`src/rtl/display_pkg.sv`:
```
// display_pkg: sprite geometry, character indices, colours and 5x5 bitmaps shared by the display controllers.
// CHAR_TRANSPARENT_EN: when defined, bitmap-0 sprite pixels are not plotted.
package display_pkg;

    localparam int SPRITE_SIZE = 5;
    localparam int NUM_CHARS   = 5;

    localparam logic [2:0] CHAR_PACMAN = 3'd0;
    localparam logic [2:0] CHAR_GHOST1 = 3'd1;
    localparam logic [2:0] CHAR_GHOST2 = 3'd2;
    localparam logic [2:0] CHAR_GHOST3 = 3'd3;
    localparam logic [2:0] CHAR_GHOST4 = 3'd4;

    localparam logic [2:0] COLOR_BLACK  = 3'b000;
    localparam logic [2:0] COLOR_PACMAN = 3'b110;
    localparam logic [2:0] COLOR_GHOST1 = 3'b100;
    localparam logic [2:0] COLOR_GHOST2 = 3'b101;
    localparam logic [2:0] COLOR_GHOST3 = 3'b011;
    localparam logic [2:0] COLOR_GHOST4 = 3'b010;

    // Row dy0 in the top bits, dx0 leftmost: pixel (dx,dy) lives at bit 24 - (dy*5 + dx).
    localparam logic [24:0] BMP_PACMAN_RIGHT = 25'b01110_11100_11000_11100_01110;
    localparam logic [24:0] BMP_PACMAN_LEFT  = 25'b01110_00111_00011_00111_01110;
    localparam logic [24:0] BMP_GHOST        = 25'b01110_11111_10101_11111_10101;

`ifdef CHAR_TRANSPARENT_EN
    localparam bit CHAR_TRANSPARENT = 1'b1;
`else
    localparam bit CHAR_TRANSPARENT = 1'b0;
`endif

endpackage

```
`src/rtl/char_sprite_rom.sv`:
```
// char_sprite_rom: combinational lookup of one sprite pixel -> {opaque, colour}.
module char_sprite_rom
    import display_pkg::*;
(
    input  logic [2:0] char_idx,
    input  logic       orientation,
    input  logic [2:0] dx,
    input  logic [2:0] dy,
    output logic       opaque,
    output logic [2:0] colour
);

    logic [24:0] bitmap;
    logic [4:0]  bit_idx;
    logic [2:0]  char_colour;

    always_comb begin
        bitmap      = char_idx == CHAR_PACMAN ? (orientation ? BMP_PACMAN_LEFT : BMP_PACMAN_RIGHT) : BMP_GHOST;
        bit_idx     = 5'd24 - (5'(dy) * 5'(SPRITE_SIZE) + 5'(dx));
        char_colour = char_idx == CHAR_PACMAN ? COLOR_PACMAN :
                      char_idx == CHAR_GHOST1 ? COLOR_GHOST1 :
                      char_idx == CHAR_GHOST2 ? COLOR_GHOST2 :
                      char_idx == CHAR_GHOST3 ? COLOR_GHOST3 : COLOR_GHOST4;
        opaque      = bitmap[bit_idx];
        colour      = opaque ? char_colour : COLOR_BLACK;
    end

endmodule

```
`src/rtl/character_display_controller.sv`:
```
// character_display_controller: free-running scan that draws the five 5x5 character sprites, one pixel per clock.
module character_display_controller
    import display_pkg::*;
(
    input  logic       clock_50,
    input  logic       reset,
    input  logic       pacman_orientation,
    output logic [2:0] character_type,
    input  logic [7:0] char_x,
    input  logic [7:0] char_y,
    output logic       vga_plot,
    output logic [7:0] vga_x,
    output logic [7:0] vga_y,
    output logic [2:0] vga_color
);

    localparam logic [2:0] LAST_D    = 3'(SPRITE_SIZE - 1);
    localparam logic [2:0] LAST_CHAR = 3'(NUM_CHARS - 1);

    logic [2:0] char_idx, dx, dy;
    logic       opaque;
    logic [2:0] colour;

    assign character_type = char_idx;

    char_sprite_rom u_rom (
        .char_idx    (char_idx),
        .orientation (pacman_orientation),
        .dx          (dx),
        .dy          (dy),
        .opaque      (opaque),
        .colour      (colour)
    );

    // dx/dy counters stand in for pix_idx % 5 and pix_idx / 5.
    always_ff @(posedge clock_50) begin
        if (reset) begin
            char_idx  <= CHAR_PACMAN;
            dx        <= 3'd0;
            dy        <= 3'd0;
            vga_plot  <= 1'b0;
            vga_x     <= 8'd0;
            vga_y     <= 8'd0;
            vga_color <= COLOR_BLACK;
        end else begin
            vga_x     <= char_x + {5'd0, dx};
            vga_y     <= char_y + {5'd0, dy};
            vga_color <= colour;
            vga_plot  <= opaque || !CHAR_TRANSPARENT;
            dx        <= dx == LAST_D ? 3'd0 : dx + 3'd1;
            if (dx == LAST_D) begin
                dy <= dy == LAST_D ? 3'd0 : dy + 3'd1;
                if (dy == LAST_D)
                    char_idx <= char_idx == LAST_CHAR ? CHAR_PACMAN : char_idx + 3'd1;
            end
        end
    end

endmodule

```
`config.mk`:
```
export PLATFORM = sky130hd
export DESIGN_NAME = character_display_controller
export DESIGN_NICKNAME = d
export VERILOG_FILES = /design/src/rtl/display_pkg.sv /design/src/rtl/char_sprite_rom.sv /design/src/rtl/character_display_controller.sv
export SDC_FILE = /design/constraint.sdc
export NUM_CORES = 1
export LEC_CHECK = 0
export CORE_MARGIN = 4
export CORE_UTILIZATION = 49
export DETAILED_ROUTE_END_ITERATION = 6
export PLACE_DENSITY = 0.8
export SLEW_MARGIN = 30
export SYNTH_ARGS = -nofsm -noshare
export SYNTH_HDL_FRONTEND = slang
export SYNTH_SLANG_ARGS = --single-unit
```
`constraint.sdc`:
```
create_clock -name clock_50 -period 3 [get_ports clock_50]
set_input_delay 0.45 -clock clock_50 [delete_from_list [all_inputs] [get_ports clock_50]]
set_output_delay 0.45 -clock clock_50 [all_outputs]
set_load 0.02 [all_outputs]
```
==> results.json, run 1 <==
{
  "grt_pass1_vias": 1358,
  "worst_slew_pin_slew_ns": 0.742,
  "antenna_found_initial": 0,
  "syn_nets": 233,
  "powerDensity_mw_per_mm2": 423,
  "ctsResizeCount": 0,
  "clk_path_buf_depth": 2,
  "status": "finished clean",
  "netlist_instances": 188,
  "ant_nets": 0,
  "num_rows": 20,
  "crit_path_start_kind": "flop",
  "placed_area_mm2": 0.00210,
  "setup_viol": 0,
  "die_x_um": 66.3,
  "synth_common_cells": "dfxtp_1, nor2_1, ha_1, inv_1, a21oi_1",
  "via_per_inst": 5.03,
  "clkSinkCount": 29,
  "cts_root_buf": "clkbuf_4",
  "num_antenna_cells": 0,
  "io_buffers": 41,
  "cts_hold_buf": 0,
  "start_util": 0.529,
  "grt_pass1_wl_um": 5450,
  "hp-class": "flop to flop",
  "synth_area_leaders": "dfxtp_1, ha_1, nor2_1",
  "drt-initial-drc-count": 53,
  "areaGrowthSynthToFinish_pct": 30.0,
  "place_ws_ns": 0.373,
  "fin_worst_skew_ns": 0.00725,
  "setup_slack_ns": 0.386,
  "crit_end": "vga_color[0]$_SDFF_PP0_",
  "synth_edf_count": 0,
  "gp_congestion": 0.786,
  "drt-wirelength-per-cell_um": 11.4,
  "synth-seq-cells": 29,
  "numCtsBuffers": 5,
  "finalHoldViolCount": 0,
  "rsz0062_at_grt": "no",
  "cp.required_ns": 3.22,
  "critPathLaunch": "dx[2]$_SDFF_PP0_",
  "r2r-end": "vga_color[0]$_SDFF_PP0_",
  "yosysTopAreaCell": "dfxtp_1",
  "grt_usage": 0.159,
  "vias": 1392,
  "max-vdd-ir-drop_v": 0.000212,
  "post-synth-top-count-cell": "dfxtp_1",
  "nets": 277,
  "reg2reg_slack_ns": 0.39,
  "cts_setup_buffers": 0,
  "r2r_cells": 8,
  "ys_async_sr_fraction": 0,
  "cellLeakagePower_nw": 0.923,
  "drive_gt1_frac": 0.0515,
  "post-route-min-period_ns": 2.61,
  "core_area_mm2": 0.00315,
  "first_pass_iters": 4,
  "yosysSeqAreaShare": 0.348,
  "max_slew_margin": 0.504,
  "clkTransAtPathRegs_ns": 0.09,
  "crit_fanout": 5,
  "drv_slew": 0,
  "postLayoutCellArea_mm2": 0.00217,
  "cp_data_arrival_time_ns": 2.84,
  "syn_avg_cell_area_um2": 8.87,
  "drv_cap": 0,
  "timing.rr.start": "dx[2]$_SDFF_PP0_",
  "drcViolationCount": 0,
  "synth_flop_cell": "dfxtp_1",
  "dieArea_mm2": 0.00440,
  "synthDistinctLibCells": 34,
  "insertion_delay_ns": 0.32,
  "syn-cell-area_mm2": 0.00167,
  "yosys_warnings": 0,
  "synth_top_area_frac": 0.348,
  "cts_tree": "done",
  "critPathCaptureType": "flop",
  "fmax_ghz": 0.383,
  "grt_max_degree": 21,
  "htree_levels": 2,
  "grt_overflow": 0,
  "post-route-util": 0.688,
  "boundaryPins": 42,
  "die_h_um": 66.3,
  "period_share": 0.871,
  "timing.setup.tns_ns": 0,
  "dp_hpwl_um": 2510,
  "crit_type": "flop to flop",
  "wl_um": 3150
}
cells by family after synthesis:
kind of cell / after synthesis / share of synthesized area
compound gates: 35 / 0.127
xor+xnor: 11 / 0.0578
fa+ha+maj: 26 / 0.213
buf+inv: 26 / 0.0728
flops: 29 / 0.348
mux: 1 / 0.00600
simple gates: 60 / 0.176
how the worst min path moves through the flow:
stage | startpoint | end | depth (start not counted)
finish | dx[0]$_SDFF_PP0_ | dx[0]$_SDFF_PP0_ | 1
global route | dx[0]$_SDFF_PP0_ | dx[0]$_SDFF_PP0_ | 1
CTS | dx[0]$_SDFF_PP0_ | dx[0]$_SDFF_PP0_ | 1
detailed placement | dx[0]$_SDFF_PP0_ | dx[0]$_SDFF_PP0_ | 1
global placement | dx[0]$_SDFF_PP0_ | dx[0]$_SDFF_PP0_ | 1
floorplan | dx[0]$_SDFF_PP0_ | dx[0]$_SDFF_PP0_ | 1
area by class of cell:
class	instances	area [um2]
fill	273	985
clock inverter	1	5.00
multi-input combinational	133	966
timing repair buffer	42	418
sequential	29	581
inverter	21	78.8
tap	44	55.1
clock buffer	7	65.1
worst max-delay path: stages (launching register included):
cell and delay (ns):
dfxtp_1 0.35, ha_1 0.29, inv_1 0.08, fa_1 0.42, ha_1 0.21, inv_1 0.06
fa_1 0.45, o311a_1 0.41, nor4_1 0.25
sequential cells by signal, summed over array words and instances, names as in the netlist:
| name | flops |
|---|---|
| character_type | 3 |
| vga_y | 8 |
| vga_color | 3 |
| vga_plot | 1 |
| vga_x | 8 |
| dy | 3 |
| dx | 3 |
power breakdown:
part           switching, mW  internal, mW  leakage [nW]
registers             0.0100         0.410         0.239
clock network          0.134         0.136        0.0413
logic                  0.116         0.113         0.642
layer usage:
metal / part of all wire / wire [um] / up-vias / GRT usage
met5: 0 / 0 / - / 0
met4: 0.0025 / 8 / 0 / 0.0381
met3: 0.044 / 139 / 2 / 0.0578
met2: 0.49 / 1550 / 28 / 0.276
met1: 0.46 / 1450 / 641 / 0.182
li1: - / - / 721 / -
placed cells by master, fill, tap and decap left out, types with 2 or more instances in the layout:
cell type / instances
nand2_1: 9
or3_1: 3
o21ai_0: 9
nor3b_1: 2
a21oi_1: 14
clkbuf_4: 5
clkbuf_8: 2
nor2b_1: 6
dfxtp_1: 29
a21o_1: 3
nor4_1: 2
nor2b_2: 2
inv_1: 21
ha_1: 22
fa_1: 4
nor2_1: 23
xor2_1: 5
clkdlybuf4s50_1: 41
o211ai_1: 2
xnor2_1: 6
nand3_1: 2
nor3_1: 8
stage by stage:
stage	std cells	hold WS [ns]	total power [mW]
after floorplan	188	0.456	0.577
after global placement	269	0.488	0.654
after detailed placement	269	0.500	0.659
after CTS	277	0.514	0.928
after global routing	277	0.541	0.970
final	277	0.505	0.918
Power figures use the tool's default switching activity.
==> inputs of run 2 (changes only) <==
--- a/config.mk
+++ b/config.mk
@@ -9,7 +9,7 @@
 export CORE_UTILIZATION = 49
 export DETAILED_ROUTE_END_ITERATION = 6
 export PLACE_DENSITY = 0.8
-export SLEW_MARGIN = 30
+export SKIP_CTS_REPAIR_TIMING = 1
 export SYNTH_ARGS = -nofsm -noshare
 export SYNTH_HDL_FRONTEND = slang
 export SYNTH_SLANG_ARGS = --single-unit
==> results of run 2 <==
Final layout, timing and power as in run 1 (identical DEF).
